[src/rtl/ysyx_040750_axi_rdslave_pkg.sv]
// Shared AXI read-path definitions: burst/resp encodings, slave FSM states and
// beat-level helpers, reused by the cache controllers.
package ysyx_040750_axi_rdslave_pkg;

  localparam int unsigned AXI_ADDR_W  = 32;
  localparam int unsigned AXI_DATA_W  = 64;
  localparam int unsigned AXI_LEN_W   = 8;
  localparam int unsigned AXI_SIZE_W  = 3;
  localparam int unsigned AXI_BURST_W = 2;
  localparam int unsigned AXI_RESP_W  = 2;
  localparam int unsigned LAT_W       = 4;

  typedef enum logic [AXI_BURST_W-1:0] {
    BURST_FIXED = 2'b00,
    BURST_INCR  = 2'b01,
    BURST_WRAP  = 2'b10
  } axi_burst_e;

  typedef enum logic [AXI_RESP_W-1:0] {
    RESP_OKAY   = 2'b00,
    RESP_EXOKAY = 2'b01,
    RESP_SLVERR = 2'b10,
    RESP_DECERR = 2'b11
  } axi_resp_e;

  typedef enum logic [1:0] {
    ST_IDLE = 2'd0,
    ST_WAIT = 2'd1,
    ST_READ = 2'd2,
    ST_DATA = 2'd3
  } rd_state_e;

  // Accepted AR request; burst kept raw since 2'b11 has no legal encoding.
  typedef struct packed {
    logic [AXI_ADDR_W-1:0]  addr;
    logic [AXI_SIZE_W-1:0]  size;
    logic [AXI_BURST_W-1:0] burst;
  } ar_req_t;

  typedef struct packed {
    logic [AXI_DATA_W-1:0] data;
    logic [AXI_RESP_W-1:0] resp;
    logic                  last;
  } r_beat_t;

  // Response of a single beat: unsupported burst/size beats the range check.
  function automatic axi_resp_e beat_resp(input logic [AXI_ADDR_W-1:0]  addr,
                                          input logic [AXI_SIZE_W-1:0]  size,
                                          input logic [AXI_BURST_W-1:0] burst,
                                          input logic [AXI_ADDR_W-1:0]  base,
                                          input logic [AXI_ADDR_W-1:0]  span);
    if (burst[1] || (size > 3'd3)) return RESP_SLVERR;
    if ((addr - base) >= span)     return RESP_DECERR;
    return RESP_OKAY;
  endfunction

  // FIXED keeps the address; INCR steps by the transfer size and may wrap 2^32.
  function automatic logic [AXI_ADDR_W-1:0] next_addr(input logic [AXI_ADDR_W-1:0]  addr,
                                                      input logic [AXI_SIZE_W-1:0]  size,
                                                      input logic [AXI_BURST_W-1:0] burst);
    if (burst == BURST_INCR) return addr + (AXI_ADDR_W'(1) << size);
    return addr;
  endfunction

endpackage

[src/rtl/ysyx_040750_axi_rdslave.sv]
// AXI4 read-only slave in front of an external 64-bit SRAM: one SRAM read per
// beat, programmable start latency, per-beat DECERR/SLVERR reporting.
module ysyx_040750_axi_rdslave
  import ysyx_040750_axi_rdslave_pkg::*;
#(
  parameter logic [31:0] ADDR_BASE = 32'h8000_0000,
  parameter int unsigned MEM_DEPTH = 4096,
  parameter int unsigned LATENCY   = 2
) (
  input  logic                         I_clk,
  input  logic                         I_rst_n,
  input  logic [AXI_ADDR_W-1:0]        I_araddr,
  input  logic                         I_arvalid,
  output logic                         O_arready,
  input  logic [AXI_LEN_W-1:0]         I_arlen,
  input  logic [AXI_SIZE_W-1:0]        I_arsize,
  input  logic [AXI_BURST_W-1:0]       I_arburst,
  output logic [AXI_DATA_W-1:0]        O_rdata,
  output logic [AXI_RESP_W-1:0]        O_rresp,
  output logic                         O_rvalid,
  output logic                         O_rlast,
  input  logic                         I_rready,
  output logic [$clog2(MEM_DEPTH)-1:0] O_sram_addr,
  output logic                         O_sram_cen,
  input  logic [AXI_DATA_W-1:0]        I_sram_rdata
);

  localparam int unsigned            SRAM_AW  = $clog2(MEM_DEPTH);
  localparam logic [AXI_ADDR_W-1:0]  SPAN     = AXI_ADDR_W'(8 * MEM_DEPTH);
  localparam logic [LAT_W-1:0]       LAT_INIT = LAT_W'(LATENCY);

  rd_state_e              state_q, state_d;
  ar_req_t                req_q, req_d;
  logic [LAT_W-1:0]       lat_q, lat_d;
  logic [AXI_LEN_W-1:0]   beat_q, beat_d;
  r_beat_t                r_q, r_d;
  logic                   rvalid_q, rvalid_d;
  logic                   arready_q, arready_d;
  logic                   sram_cen_q, sram_cen_d;
  logic [SRAM_AW-1:0]     sram_addr_q, sram_addr_d;
  axi_resp_e              cur_resp, nxt_resp;

  // Next-state, beat bookkeeping and SRAM request for the upcoming cycle.
  always_comb begin
    state_d     = state_q;
    req_d       = req_q;
    lat_d       = lat_q;
    beat_d      = beat_q;
    r_d         = r_q;
    rvalid_d    = rvalid_q;
    sram_addr_d = sram_addr_q;
    sram_cen_d  = 1'b1;
    cur_resp    = beat_resp(req_q.addr, req_q.size, req_q.burst, ADDR_BASE, SPAN);

    unique case (state_q)
      ST_IDLE: begin
        if (I_arvalid && arready_q) begin
          req_d   = '{addr: I_araddr, size: I_arsize, burst: I_arburst};
          lat_d   = LAT_INIT;
          beat_d  = I_arlen;
          state_d = (LATENCY != 0) ? ST_WAIT : ST_READ;
        end
      end
      ST_WAIT: begin
        lat_d = lat_q - LAT_W'(1);
        if (lat_q <= LAT_W'(1)) state_d = ST_READ;
      end
      ST_READ: begin
        state_d  = ST_DATA;
        rvalid_d = 1'b1;
        r_d.data = (cur_resp == RESP_OKAY) ? I_sram_rdata : '0;
        r_d.resp = cur_resp;
        r_d.last = (beat_q == '0);
      end
      ST_DATA: begin
        if (I_rready) begin
          rvalid_d = 1'b0;
          r_d.last = 1'b0;
          if (beat_q == '0) begin
            state_d = ST_IDLE;
          end else begin
            beat_d     = beat_q - AXI_LEN_W'(1);
            req_d.addr = next_addr(req_q.addr, req_q.size, req_q.burst);
            state_d    = ST_READ;
          end
        end
      end
      default: state_d = ST_IDLE;
    endcase

    // Only a legal, in-range beat entering READ touches the SRAM.
    nxt_resp = beat_resp(req_d.addr, req_d.size, req_d.burst, ADDR_BASE, SPAN);
    if ((state_d == ST_READ) && (nxt_resp == RESP_OKAY)) begin
      sram_cen_d  = 1'b0;
      sram_addr_d = SRAM_AW'((req_d.addr - ADDR_BASE) >> 3);
    end
    arready_d = (state_d == ST_IDLE);
  end

  always_ff @(posedge I_clk) begin
    if (!I_rst_n) begin
      state_q     <= ST_IDLE;
      req_q       <= '0;
      lat_q       <= '0;
      beat_q      <= '0;
      r_q         <= '0;
      rvalid_q    <= 1'b0;
      arready_q   <= 1'b0;
      sram_cen_q  <= 1'b1;
      sram_addr_q <= '0;
    end else begin
      state_q     <= state_d;
      req_q       <= req_d;
      lat_q       <= lat_d;
      beat_q      <= beat_d;
      r_q         <= r_d;
      rvalid_q    <= rvalid_d;
      arready_q   <= arready_d;
      sram_cen_q  <= sram_cen_d;
      sram_addr_q <= sram_addr_d;
    end
  end

  assign O_arready   = arready_q;
  assign O_rvalid    = rvalid_q;
  assign O_rdata     = r_q.data;
  assign O_rresp     = r_q.resp;
  assign O_rlast     = r_q.last;
  assign O_sram_cen  = sram_cen_q;
  assign O_sram_addr = sram_addr_q;

endmodule

[config.mk]
export PLATFORM = sky130hd
export DESIGN_NAME = ysyx_040750_axi_rdslave
export DESIGN_NICKNAME = d
export VERILOG_FILES = /design/src/rtl/ysyx_040750_axi_rdslave_pkg.sv /design/src/rtl/ysyx_040750_axi_rdslave.sv
export SDC_FILE = /design/constraint.sdc
export NUM_CORES = 1
export LEC_CHECK = 0
export ABC_AREA = 1
export BUFFER_PORTS_ARGS = -buffer_cell sky130_fd_sc_hd__clkbuf_2
export CORE_UTILIZATION = 55
export CTS_BUF_LIST = sky130_fd_sc_hd__clkbuf_16
export DETAILED_ROUTE_END_ITERATION = 7
export PLACE_DENSITY = 0.83
export SYNTH_ARGS = -nofsm -noshare
export SYNTH_HDL_FRONTEND = slang
export SYNTH_SLANG_ARGS = --single-unit
[constraint.sdc]
create_clock -name I_clk -period 7.79 [get_ports I_clk]
set_input_delay 0.3895 -clock I_clk [delete_from_list [all_inputs] [get_ports I_clk]]
set_output_delay 0.3895 -clock I_clk [all_outputs]
set_load 0.01 [all_outputs]
After elaboration in Yosys (flattened, before gate mapping)
Cells that the tools add are included.
W data, S select, Z words.
- output and inout bits: 82
- input bits: 113
- flip-flop bits (word level): 133
- shift operators: 1
- order comparisons: 5
- add/subtract/negate cells: 5
- mux-type cells: 41
- equality and inequality tests: 8
- reduce and logical (&&, ||, !) cells: 16
- operator list (operator ; number):
    $mux W32 ; 4
    $ge A32 B16 Y1 const B ; 2
    $mux W64 ; 1
    $pmux W32 S2 ; 1
    $sub A32 B32 Y32 const B ; 2
    $mux W37 ; 1
    $add A32 B32 Y32 ; 1
    $shl A1 B3 Y32 const A ; 1
    $mux W2 ; 12
    $mux W8 ; 3
    $pmux W8 S2 ; 1
    $mux W1 ; 12
    $logic_not A2 Y1 ; 4
    $logic_not A8 Y1 ; 1
    $pmux W2 S4 ; 1
    $pmux W4 S2 ; 1
    $sub A8 B1 Y8 const B ; 1
    $eq A2 B2 Y1 const B ; 3
    $gt A3 B2 Y1 const B ; 2
    $ne A2 B2 Y1 const B ; 3
    $reduce_and A2 Y1 ; 3
    $reduce_bool A2 Y1 ; 3
    $mux W5 ; 1
    $eq A2 B1 Y1 const B ; 2
    other kinds (7) ; 10

Longest topological paths before layout
- word-level depth: 18
- gate-level depth with buffers: 23
- depth with buffers taken out: 23

Worst setup path after synthesis
Ideal clock, no wire load.
- kind: flip-flop to flip-flop
- from: register req_q[2] (netlist bit)
- to: register sram_addr_q[11] (netlist: O_sram_addr[11])
- data required time: 7677 ps
- clock period less this slack: 2591 ps
- arrival: 2478 ps
- cell stages (with the launch flop): 22
- path buffers: 1
- slack: 5199 ps
- cell sequence: dfxtp_1 -> inv_1 -> nor3_1 -> ha_1 -> nand3_1 -> nand3_1 -> nand2_1 -> nand2_2 -> nand2_1 -> nand2_1 -> nand2_1 -> nor2_1 -> xor2_1 -> nand2_1 -> nand2_1 -> o21ai_2 -> inv_1 -> nor2_2 -> buf_6 -> nand3_1 -> nand2_1 -> nor2_1
- cells in the longest elaborated chain, start to end: 15
- RTL lines (what ; RTL line ; source):
    start: declaration ; ysyx_040750_axi_rdslave.sv:33 ; ar_req_t req_q, req_d;
    start signal: assignment ; ysyx_040750_axi_rdslave.sv:113 ; req_q <= req_d;
    $shl A1 B3 Y32 ; ysyx_040750_axi_rdslave_pkg.sv:61 ; if (burst == BURST_INCR) return addr + (AXI_ADDR_W'(1) << size);
    $add A32 B32 Y32 ; ysyx_040750_axi_rdslave_pkg.sv:61 ;
    $mux W32 ; ysyx_040750_axi_rdslave_pkg.sv:61 ;
    $mux W32 ; ysyx_040750_axi_rdslave_pkg.sv:62 ; return addr;
    $mux W32 ; ysyx_040750_axi_rdslave.sv:79 ; if (beat_q == '0) begin
    $mux W32 ; ysyx_040750_axi_rdslave.sv:76 ; if (I_rready) begin
    $pmux W32 S2 ; ysyx_040750_axi_rdslave.sv:55 ; unique case (state_q)
    $sub A32 B32 Y32 ; ysyx_040750_axi_rdslave.sv:95 ; sram_addr_d = SRAM_AW'((req_d.addr - ADDR_BASE) >> 3);
    $ge A32 B16 Y1 ; ysyx_040750_axi_rdslave_pkg.sv:53 ; if ((addr - base) >= span) return RESP_DECERR;
    $mux W1 (2 in a row) ; ysyx_040750_axi_rdslave_pkg.sv:53 ;
    $mux W2 ; ysyx_040750_axi_rdslave_pkg.sv:54 ; return RESP_OKAY;
    $mux W2 ; ysyx_040750_axi_rdslave_pkg.sv:53 ;
    $logic_not A2 Y1 ; ysyx_040750_axi_rdslave.sv:93 ; if ((state_d == ST_READ) && (nxt_resp == RESP_OKAY)) begin
    $logic_and A1 B1 Y1 ; ysyx_040750_axi_rdslave.sv:93 ;
    end signal: assignment ; ysyx_040750_axi_rdslave.sv:120 ; sram_addr_q <= sram_addr_d;
    end: declaration ; ysyx_040750_axi_rdslave.sv:40 ; logic [SRAM_AW-1:0] sram_addr_q, sram_addr_d;
Parallel ways exist; a longest one is shown, timed or not. The select of a mux whose other input is x is not followed.
A chain may end at the register's enable or synchronous reset.

Worst setup path in the final report
- from: register state_q[0]
- to: register sram_addr_q[1] (netlist: O_sram_addr[1])
- cells in the longest elaborated chain, start to end: 10
- RTL lines (what ; RTL line ; source):
    start: declaration ; ysyx_040750_axi_rdslave.sv:32 ; rd_state_e state_q, state_d;
    start signal: assignment ; ysyx_040750_axi_rdslave.sv:112 ; state_q <= state_d;
    $eq A2 B2 Y1 / $logic_not A2 Y1 (equally long branches) ; - ;
    $pmux W32 S2 ; ysyx_040750_axi_rdslave.sv:55 ;
    $sub A32 B32 Y32 ; ysyx_040750_axi_rdslave.sv:95 ;
    $ge A32 B16 Y1 ; ysyx_040750_axi_rdslave_pkg.sv:53 ;
    $mux W1 (2 in a row) ; ysyx_040750_axi_rdslave_pkg.sv:53 ;
    $mux W2 ; ysyx_040750_axi_rdslave_pkg.sv:54 ;
    $mux W2 ; ysyx_040750_axi_rdslave_pkg.sv:53 ;
    $logic_not A2 Y1 ; ysyx_040750_axi_rdslave.sv:93 ;
    $logic_and A1 B1 Y1 ; ysyx_040750_axi_rdslave.sv:93 ;
Parallel ways exist; a longest one is shown, timed or not. The select of a mux whose other input is x is not followed.

==> reports/metrics.cfg <==
[floorplanning]
core_sq_um=13240
die_h_um=118.4
io_pins=195
initial_core_util=0.5629
std_cell_rows=42
die_w_um=118.4
die_area_sq_um=14020

[synth]
seq_area_frac_synth=0.3572
netlist_instances=1113
ys_warn_count=0
synth_edf_count=0
async_reset_ff_frac=0
syn_area_per_cell_sq_um=6.698
netlist_area_sq_um=7455
synth_ff_type=dfxtp_1
synth_cell_type_count=48
syn_nets=1242
ys_ff_latch=133

[worst_setup_path]
timing.rr.start=state_q[0]$_SDFF_PN0_
startpoint_type=flip-flop
cp_max_fo=32
crit_arrival_ns=4.08
cp-startpoint=state_q[0]$_SDFF_PN0_
path_class=flip-flop to flip-flop
rr_worst_depth=12
rrSetupSlack_ns=4.08
required_ns=8.15
endpoint_kind=flip-flop
r2r_end=O_sram_addr[1]$_SDFFE_PN0P_

[pwr]
power_frac_clock=0.267
ir_drop_mv=0.1647
combPwrFrac=0.434
leakage_nw=4.095
p_seq_frac=0.299
powerDensity_nw_per_um2=349.0
cellInternalPower_mw=1.748
p_sw_mw=1.397
swShare=0.4442

[cells_and_area]
diodes=0
finalNonFillerCells=1467
final_cell_mix=336 x nand2_1, 194 x clkbuf_2, 133 x dfxtp_1
seqCellArea_sq_um=2663
nets=1408
final_common_cell=nand2_1
fill_cells=1234
multi_input_area_sq_um=4103
area_growth_syn_to_layout_pct=20.88
final_area_sq_um=9011
drive_above_1_share=0.2301

[timing]
whs_ns=0.1920
finalSetupViolations=0
slew_viol_final=0
worstMarginPinSlew_ns=1.104
final_hold_viol_count=0
finClkSkew_ns=0.007086
fmax_mhz=269.2
fin_tns_setup_ns=0
slew_headroom=0.2628
finalCritPeriodShare=0.4768
rsz0062_at_grt=false
finalCriticalPeriod_ns=3.714

[clocking]
htree_num_levels=4
tritoncts=yes
cts.clk_slew.worst_paths_ns=0.06
hold_buffers=0
clkLatencyLatePin_ns=0.42
postCtsSetupRepairBufs=0
cts_buffers=17
cts-resized-gates=0
clockBufferDepth=2
ctsRootBufferMaster=clkbuf_16
clock_sinks=133

[hold_path]
hp-start=I_sram_rdata[37]
min_path_cells=3
hp-class=primary input to flip-flop
min_to=O_rdata[37]$_SDFFE_PN0P_

[detailed_routing]
vias=8079
wl_per_cell_um=15.00
detail-route-antenna-nets=0
routed_wl_um=22000
drtIter0Drc=735
drt-vias-per-instance=5.507
drc=0
drt_pass1_iterations=5

[global_route]
grt_pass1_wl_um=35850
antenna_found_initial=0
grt_max_degree=68
grt_pass1_vias=7532
grt.total_usage=0.3203
gr-total-overflow=0

[placed_design]
io_buffers=194
dpl.cell_count=1436
gp_congestion=0.9658
dp_hpwl_um=15820
placed_area_sq_um=8402

[run]
cap_violations=0

[outcome]
outcome=complete, no violations

power groups by stage:
stage                     sequential [mW]  clock, mW  combinational, mW
final                               0.941      0.838               1.37
after global routing                0.958      0.874               1.51
after CTS                           0.934      0.842               1.34
after detailed placement            0.946          0               1.31
after global placement              0.943          0               1.29
after floorplan                     0.911          0               1.04
worst max-delay path by stage:
stage | end | slack, ns | depth (start not counted)
after floorplan | O_sram_addr[11]$_SDFFE_PN0P_ | 5.20 | 21
after global placement | O_sram_addr[0]$_SDFFE_PN0P_ | 4.34 | 12
after detailed placement | O_sram_addr[0]$_SDFFE_PN0P_ | 4.29 | 11
after CTS | O_sram_addr[1]$_SDFFE_PN0P_ | 4.20 | 12
after global routing | O_sram_addr[0]$_SDFFE_PN0P_ | 3.84 | 11
final | O_sram_addr[1]$_SDFFE_PN0P_ | 4.08 | 12
stage by stage:
step                utilization  worst slack [ns]  power (mW)
floorplan                     -             5.200       1.956
global placement         0.6344             4.337       2.233
detailed placement       0.6344             4.291       2.258
CTS                      0.6805             4.203       3.112
global route             0.6805             3.839       3.339
finish                   0.6805             4.076       3.145
cell families (layout without fill, tap and decap cells):
| family | after synthesis | in the layout | synth area share |
|---|---|---|---|
| flip-flops | 133 | 133 | 0.3572 |
| multiplexers | 1 | 1 | 0.001343 |
| AND/OR/NAND/NOR | 607 | 607 | 0.3637 |
| XOR/XNOR | 7 | 7 | 0.008224 |
| buffers and inverters | 160 | 338 | 0.09282 |
| AO/OA/AOI/OAI | 189 | 189 | 0.1489 |
| adder cells (fa/ha/maj) | 16 | 16 | 0.02786 |
final cells by class:
type | count | area share
clock buffers | 17 | 0.04721
clock inverters | 14 | 0.02041
inverters | 109 | 0.04610
multi-input cells | 820 | 0.4553
flip-flops and latches | 133 | 0.2955
well taps | 176 | 0.02444
repair buffers | 198 | 0.1111
worst max-delay path, stage by stage, from the launching register on:
cell	delay, ns
dfxtp_1	0.41
inv_1	0.09
ha_1	0.96
inv_1	0.74
o21ai_1	0.47
nand3_1	0.12
nor2_1	0.16
nand3_2	0.11
nor2_4	0.23
nand2_2	0.13
nand2_1	0.09
nand2_1	0.05
nor2_1	0.09
state kept, by name, summed over array words and instances (netlist names):
register / cells
O_rdata: 64
req_q: 37
O_sram_addr: 12
beat_q: 8
lat_q: 4
O_rresp: 2
state_q: 2
O_arready: 1
O_rlast: 1
O_rvalid: 1
O_sram_cen: 1
layer usage:
layer,wire [um],track usage,vias to the layer above
met4,801,0.1574,0
met5,0,0,-
li1,-,-,3967
met1,9011,0.3931,3661
met2,10250,0.5246,387
met3,1934,0.07819,64
Yosys cell counts (2+ instances only):
| library cell | count | area [sq um] |
|---|---|---|
| or2_1 | 2 | 12.51 |
| nand2_1 | 336 | 1261 |
| o21ai_1 | 2 | 10.01 |
| o21ai_2 | 2 | 17.52 |
| nor2_4 | 7 | 78.83 |
| clkbuf_8 | 6 | 82.58 |
| nand4_1 | 15 | 93.84 |
| clkbuf_1 | 38 | 142.6 |
| o21ai_0 | 39 | 195.2 |
| a221oi_1 | 17 | 148.9 |
| nand3_1 | 67 | 335.3 |
| nand3_2 | 8 | 80.08 |
| o211ai_1 | 5 | 37.54 |
| nor3_1 | 15 | 75.07 |
| buf_6 | 3 | 33.78 |
| dfxtp_1 | 133 | 2663 |
| ha_1 | 15 | 187.7 |
| nor2_1 | 117 | 439.2 |
| clkinv_1 | 2 | 7.510 |
| nand2_2 | 14 | 87.58 |
| nor4_1 | 4 | 25.02 |
| inv_1 | 91 | 341.6 |
| o22ai_1 | 3 | 18.77 |
| buf_1 | 3 | 11.26 |
| inv_2 | 15 | 56.30 |
| nor2_2 | 7 | 43.79 |
| xor2_1 | 6 | 52.55 |
| o221ai_1 | 3 | 26.28 |
| a22oi_1 | 12 | 90.09 |
| nor3_2 | 5 | 50.05 |
| a21oi_1 | 94 | 470.5 |
| a31oi_1 | 4 | 25.02 |
| nor3b_1 | 2 | 15.01 |
| a211oi_1 | 4 | 30.03 |
| or2_2 | 2 | 12.51 |
| nand3_4 | 3 | 52.55 |
Power figures use the tool's default switching activity.
